<file path="src/rtl/elbeth_wb_arbiter_if.sv">
// Write-back arbiter bus: ALU and memory result streams in, register-file write port out.
// The arbiter uses the slave modport; the producer/observer side uses master.
interface elbeth_wb_arbiter_if #(
    parameter int DEPTH = 4
);
    localparam int CW = $clog2(DEPTH + 1);

    logic          alu_valid;
    logic          alu_ready;
    logic [4:0]    alu_rd_addr;
    logic [31:0]   alu_rd_data;
    logic          mem_valid;
    logic          mem_ready;
    logic [4:0]    mem_rd_addr;
    logic [31:0]   mem_rd_data;
    logic [4:0]    rd_addr;
    logic [31:0]   rd_data;
    logic          ctrl_w_enable;
    logic [CW-1:0] wb_pending;

    modport slave (
        input  alu_valid, alu_rd_addr, alu_rd_data,
        input  mem_valid, mem_rd_addr, mem_rd_data,
        output alu_ready, mem_ready,
        output rd_addr, rd_data, ctrl_w_enable, wb_pending
    );

    modport master (
        output alu_valid, alu_rd_addr, alu_rd_data,
        output mem_valid, mem_rd_addr, mem_rd_data,
        input  alu_ready, mem_ready,
        input  rd_addr, rd_data, ctrl_w_enable, wb_pending
    );
endinterface

</file>
<file path="src/rtl/elbeth_wb_arbiter.sv">
// Merges the single-cycle ALU result and FIFO-buffered memory results into one registered
// register-file write per cycle; a starvation counter forces a waiting memory result through.
module elbeth_wb_arbiter #(
    parameter int DEPTH      = 4,
    parameter int STARVE_MAX = 3
) (
    input  logic                  clk,
    input  logic                  rst,
    elbeth_wb_arbiter_if.slave    bus
);
    localparam int AW   = (DEPTH > 1) ? $clog2(DEPTH) : 1;
    localparam int CW   = $clog2(DEPTH + 1);
    localparam int AGEW = $clog2(STARVE_MAX + 1);

    localparam logic [CW-1:0]   FULL_COUNT = CW'(DEPTH);
    localparam logic [CW-1:0]   ONE_COUNT  = CW'(1);
    localparam logic [AW-1:0]   ONE_PTR    = AW'(1);
    localparam logic [AGEW-1:0] AGE_MAX    = AGEW'(STARVE_MAX);
    localparam logic [AGEW-1:0] ONE_AGE    = AGEW'(1);

    logic [4:0]      fifo_addr_r [DEPTH];
    logic [31:0]     fifo_data_r [DEPTH];
    logic [AW-1:0]   wr_ptr_r;
    logic [AW-1:0]   rd_ptr_r;
    logic [CW-1:0]   count_r;
    logic [AGEW-1:0] age_r;
    logic [4:0]      rd_addr_r;
    logic [31:0]     rd_data_r;
    logic            we_r;

    logic full_s;
    logic nonempty_s;
    logic force_s;
    logic alu_xfer_s;
    logic mem_grant_s;
    logic push_s;

    // Arbitration decision, derived only from registered state and the ALU offer.
    always_comb begin
        full_s      = (count_r == FULL_COUNT);
        nonempty_s  = (count_r != {CW{1'b0}});
        force_s     = nonempty_s && (full_s || (age_r >= AGE_MAX));
        alu_xfer_s  = bus.alu_valid && !force_s;
        mem_grant_s = nonempty_s && !alu_xfer_s;
        push_s      = bus.mem_valid && !full_s;
    end

    assign bus.alu_ready     = !force_s;
    assign bus.mem_ready     = !full_s;
    assign bus.rd_addr       = rd_addr_r;
    assign bus.rd_data       = rd_data_r;
    assign bus.ctrl_w_enable = we_r;
    assign bus.wb_pending    = count_r;

    // FIFO storage; contents are don't-care until the pointers say otherwise.
    always_ff @(posedge clk) begin
        if (push_s) begin
            fifo_addr_r[wr_ptr_r] <= bus.mem_rd_addr;
            fifo_data_r[wr_ptr_r] <= bus.mem_rd_data;
        end
    end

    // FIFO pointers and occupancy; pointers wrap naturally at the power-of-two depth.
    always_ff @(posedge clk) begin
        if (rst) begin
            wr_ptr_r <= {AW{1'b0}};
            rd_ptr_r <= {AW{1'b0}};
            count_r  <= {CW{1'b0}};
        end else begin
            if (push_s) begin
                wr_ptr_r <= wr_ptr_r + ONE_PTR;
            end
            if (mem_grant_s) begin
                rd_ptr_r <= rd_ptr_r + ONE_PTR;
            end
            case ({push_s, mem_grant_s})
                2'b10:   count_r <= count_r + ONE_COUNT;
                2'b01:   count_r <= count_r - ONE_COUNT;
                default: count_r <= count_r;
            endcase
        end
    end

    // Counts edges on which the FIFO head was passed over; saturates at the force threshold.
    always_ff @(posedge clk) begin
        if (rst) begin
            age_r <= {AGEW{1'b0}};
        end else if (mem_grant_s || !nonempty_s) begin
            age_r <= {AGEW{1'b0}};
        end else if (age_r < AGE_MAX) begin
            age_r <= age_r + ONE_AGE;
        end else begin
            age_r <= age_r;
        end
    end

    // Register-file write port; x0 targets are consumed but never enable a write.
    always_ff @(posedge clk) begin
        if (rst) begin
            rd_addr_r <= 5'd0;
            rd_data_r <= 32'd0;
            we_r      <= 1'b0;
        end else if (alu_xfer_s) begin
            rd_addr_r <= bus.alu_rd_addr;
            rd_data_r <= bus.alu_rd_data;
            we_r      <= (bus.alu_rd_addr != 5'd0);
        end else if (mem_grant_s) begin
            rd_addr_r <= fifo_addr_r[rd_ptr_r];
            rd_data_r <= fifo_data_r[rd_ptr_r];
            we_r      <= (fifo_addr_r[rd_ptr_r] != 5'd0);
        end else begin
            we_r      <= 1'b0;
        end
    end
endmodule

</file>
<file path="src/flat_wrapper.sv">
// flat-port wrapper written by rule: the top's interface ports become plain ports
module elbeth_wb_arbiter_flat 
#(
    parameter int DEPTH      = 4,
    parameter int STARVE_MAX = 3
)
  (clk, rst, bus_alu_valid, bus_alu_rd_addr, bus_alu_rd_data, bus_mem_valid, bus_mem_rd_addr, bus_mem_rd_data, bus_alu_ready, bus_mem_ready, bus_rd_addr, bus_rd_data, bus_ctrl_w_enable, bus_wb_pending);
  elbeth_wb_arbiter_if #(.DEPTH(DEPTH)) bus_i ();
  input  logic clk;
  input  logic rst;
  input wire logic [$bits(bus_i.alu_valid)-1:0] bus_alu_valid;
  input wire logic [$bits(bus_i.alu_rd_addr)-1:0] bus_alu_rd_addr;
  input wire logic [$bits(bus_i.alu_rd_data)-1:0] bus_alu_rd_data;
  input wire logic [$bits(bus_i.mem_valid)-1:0] bus_mem_valid;
  input wire logic [$bits(bus_i.mem_rd_addr)-1:0] bus_mem_rd_addr;
  input wire logic [$bits(bus_i.mem_rd_data)-1:0] bus_mem_rd_data;
  output wire logic [$bits(bus_i.alu_ready)-1:0] bus_alu_ready;
  output wire logic [$bits(bus_i.mem_ready)-1:0] bus_mem_ready;
  output wire logic [$bits(bus_i.rd_addr)-1:0] bus_rd_addr;
  output wire logic [$bits(bus_i.rd_data)-1:0] bus_rd_data;
  output wire logic [$bits(bus_i.ctrl_w_enable)-1:0] bus_ctrl_w_enable;
  output wire logic [$bits(bus_i.wb_pending)-1:0] bus_wb_pending;
  assign bus_i.alu_valid = bus_alu_valid;
  assign bus_i.alu_rd_addr = bus_alu_rd_addr;
  assign bus_i.alu_rd_data = bus_alu_rd_data;
  assign bus_i.mem_valid = bus_mem_valid;
  assign bus_i.mem_rd_addr = bus_mem_rd_addr;
  assign bus_i.mem_rd_data = bus_mem_rd_data;
  assign bus_alu_ready = bus_i.alu_ready;
  assign bus_mem_ready = bus_i.mem_ready;
  assign bus_rd_addr = bus_i.rd_addr;
  assign bus_rd_data = bus_i.rd_data;
  assign bus_ctrl_w_enable = bus_i.ctrl_w_enable;
  assign bus_wb_pending = bus_i.wb_pending;
  elbeth_wb_arbiter #(.DEPTH(DEPTH), .STARVE_MAX(STARVE_MAX)) u_core (.clk(clk), .rst(rst), .bus(bus_i));
endmodule
</file>
<file path="config.mk">
export PLATFORM = sky130hd
export DESIGN_NAME = elbeth_wb_arbiter_flat
export DESIGN_NICKNAME = d
export VERILOG_FILES = /design/src/rtl/elbeth_wb_arbiter_if.sv /design/src/rtl/elbeth_wb_arbiter.sv /design/src/flat_wrapper.sv
export SDC_FILE = /design/constraint.sdc
export NUM_CORES = 1
export LEC_CHECK = 0
export ABC_AREA = 1
export BUFFER_PORTS_ARGS = -buffer_cell sky130_fd_sc_hd__buf_2
export CORE_ASPECT_RATIO = 0.7
export CORE_UTILIZATION = 61
export DETAILED_ROUTE_END_ITERATION = 6
export GPL_TIMING_DRIVEN = 0
export PLACE_DENSITY = 0.9
export SLEW_MARGIN = 15
export SYNTH_ARGS = -nofsm -noshare
export SYNTH_HDL_FRONTEND = slang
export SYNTH_SLANG_ARGS = --single-unit
</file>
<file path="constraint.sdc">
create_clock -name clk -period 5.9 [get_ports clk]
set_clock_uncertainty 0.15 [all_clocks]
set_input_delay 0.59 -clock clk [delete_from_list [all_inputs] [get_ports clk]]
set_output_delay 0.59 -clock clk [all_outputs]
set_load 0.03 [all_outputs]
</file>
==> metrics.yaml <==
status: "finished, final reports clean"
whs_ns: 0.220
busiest_layer: "met2"
grt_use_met1_pct: 42.5
dp_slack_ns: 3.26
clockRootBuffer: "clkbuf_16"
synth_nets: 856
slew_headroom_pct: 41.8
die_x_um: 139
ios: 121
fmax_ghz: 0.377
synth_seq_cells: 197
cts_buffers: 17
die_area_um2: 13700
period_share_pct: 45.0
syn_area_um2: 8060
worst_slack_ns: 3.25
clkLatencyLatePin_ns: 0.43
grt_setup_unrepaired: "false"
place.gp.congestion: 0.893
hold_path_class: "in2reg"
core_um2: 12600
hold_violations: 0
p_leak_nw: 4.07
dpl_cell_area_um2: 8970
clk_pin_slew_ns: 0.07
port_buffers: 119
grt.overflow.total: 0
slowest_delay_ns: 0.45
drcViolationCount: 0
grt_max_degree: 25
worstPathCellList: "nor2_8 > nand2_1 > nand2_1 > ha_1 > inv_1 > fa_1 > a21oi_1 > o21ai_0 > o21ai_0 > a21oi_1"
chipHeight_um: 98.2
reg2reg_depth: 10
total_power_mw: 4.78
cp_max_fo: 9
min_period_ns: 2.65
ys_seq_area_share_pct: 67.3
routed_via_density: 5.99
synth_cell_types: 28
mostFrequentLayoutCells: "edfxtp_1 (148), buf_2 (134), nand2_1 (126), nor2_1 (119), o21ai_0 (84)"
start_util_pct: 63.8
postCtsSetupBuffers: 0
use_met2_pct: 49.9
postLayoutCellArea_um2: 9510
crit_family: "simple AND/OR/NAND/NOR gates"
dr.pass1.iters: 6
cts_max_level: 4
path_buf_inv: 1
crit-reg2reg-capture: "u_core.bus.wb_pending[2]$_SDFFE_PP0P_"
min_to: "u_core.fifo_data_r[0][16]$_DFFE_PP_"
slowest_stage: "nand2_1"
r2r_slack_ns: 3.25
synth.area.top_cells: "edfxtp_1 (55%), dfxtp_1 (12%), nand2_1 (5.9%), nor2_1 (5.7%), o21ai_0 (5.2%)"
irDropWorstVdd_mv: 0.306
worstSetupEndpointType: "flop"
syn2layout_area_growth_pct: 18.0
drv_slew: 0
gr-usage-met3_pct: 11.1
std_cell_rows: 34
grt_pass1_vias: 6391
tightest_slew_ns: 0.873
yosysWarnings: 0
wl_per_cell_um: 20.0
final_nets: 998
cts_tree: "done"
powerDensity_nw_per_um2: 502
min_from: "bus_mem_rd_data[16]"
layout-drive-gt1-share_pct: 21.2
holdBufCountCts: 0
grt_pass1_wl_um: 33100
yosys.area.top_type: "edfxtp_1"
clockBufferDepth: 2
r2r_start: "u_core.bus.wb_pending[0]$_SDFFE_PP0P_"
num_vias: 6523
dp_hpwl_um: 13700
setup_violations: 0
first_iter_violations: 927
start_kind: "flop"
cts.sinks: 197
cap_violations: 0
antenna_found_initial: 0
grtUsageTotal_pct: 32.7
wl_um: 21800
arrival_ns: 2.82
setup-tns-final_ns: 0
whs_path_depth: 1
post_synth.cell_area_avg_um2: 10.5
antenna_left: 0
netlist_instances: 771
final_common_cell: "edfxtp_1"
cts.repair.resized: 0
synth_top_cell_area_share_pct: 55.1
required_ns: 6.06
crit_type: "reg2reg"
[cells by family after synthesis]
group	after synthesis	share of synthesized area (%)
simple gates	334	17.5
xor+xnor	1	0.109
fa+ha+maj	7	1.18
mux	1	0.124
flops	197	67.3
compound gates	118	7.89
buf+inv	113	5.84
[through the flow]
| step | std cells | utilization, % |
|---|---|---|
| CTS | 1088 | 75.2 |
| detailed placement | 1056 | 71.0 |
| global route | 1088 | 75.2 |
| finish | 1089 | 75.3 |
| floorplan | 771 | - |
| global placement | 1052 | 70.1 |
[final cells by class]
| class | instances | area (µm²) |
|---|---|---|
| diodes | 1 | 2.50 |
| plain buffers | 41 | 195 |
| clock buffers | 18 | 429 |
| clock inverters | 14 | 103 |
| fillers | 780 | 3130 |
| inverters | 72 | 275 |
| multi-input cells | 461 | 2190 |
| flip-flops and latches | 197 | 5430 |
| well taps | 162 | 203 |
| repair buffers | 123 | 683 |
[registers in the layout, indices dropped and copies added, names as in the netlist, named ones only]
register                  count
u_core.fifo_data_r          128
u_core.bus.rd_data           32
u_core.fifo_addr_r           20
u_core.bus.rd_addr            5
u_core.bus.wb_pending         3
u_core.age_r                  2
u_core.rd_ptr_r               2
u_core.wr_ptr_r               2
u_core.bus.ctrl_w_enable      1
[cell usage after synthesis (all sizes together)]
master,instances
edfxtp,148
nand2,128
nor2,124
o21ai,87
inv,72
nand3,65
dfxtp,49
buf,22
clkbuf,19
o22ai,18
or2,17
a21oi,11
ha,6
fa,1
mux2i,1
o21bai,1
o31ai,1
xor2,1
[where the power goes]
group          leakage [nW]  switching (mW)  internal (mW)
logic                  2.05            1.33          0.554
clock network         0.252           0.522          0.543
registers              1.76           0.104           1.72
[worst max-delay path by stage]
stage | startpoint | end | cells after the start
final | u_core.bus.wb_pending[0]$_SDFFE_PP0P_ | u_core.bus.wb_pending[2]$_SDFFE_PP0P_ | 10
after global routing | u_core.bus.wb_pending[0]$_SDFFE_PP0P_ | u_core.bus.wb_pending[2]$_SDFFE_PP0P_ | 10
after detailed placement | bus_mem_valid | u_core.bus.wb_pending[2]$_SDFFE_PP0P_ | 9
after CTS | u_core.bus.wb_pending[0]$_SDFFE_PP0P_ | u_core.bus.wb_pending[2]$_SDFFE_PP0P_ | 10
after global placement | bus_mem_valid | u_core.fifo_data_r[3][0]$_DFFE_PP_ | 3
after floorplan | u_core.bus.wb_pending[0]$_SDFFE_PP0P_ | u_core.fifo_addr_r[0][0]$_DFFE_PP_ | 4
[layer usage]
layer | vias to the layer above | part of all wire, %
li1 | 2873 | -
met1 | 3013 | 37
met2 | 554 | 45
met3 | 83 | 14
met4 | 0 | 3.6
met5 | - | 0
No activity file was read; power rests on OpenSTA's default activity.
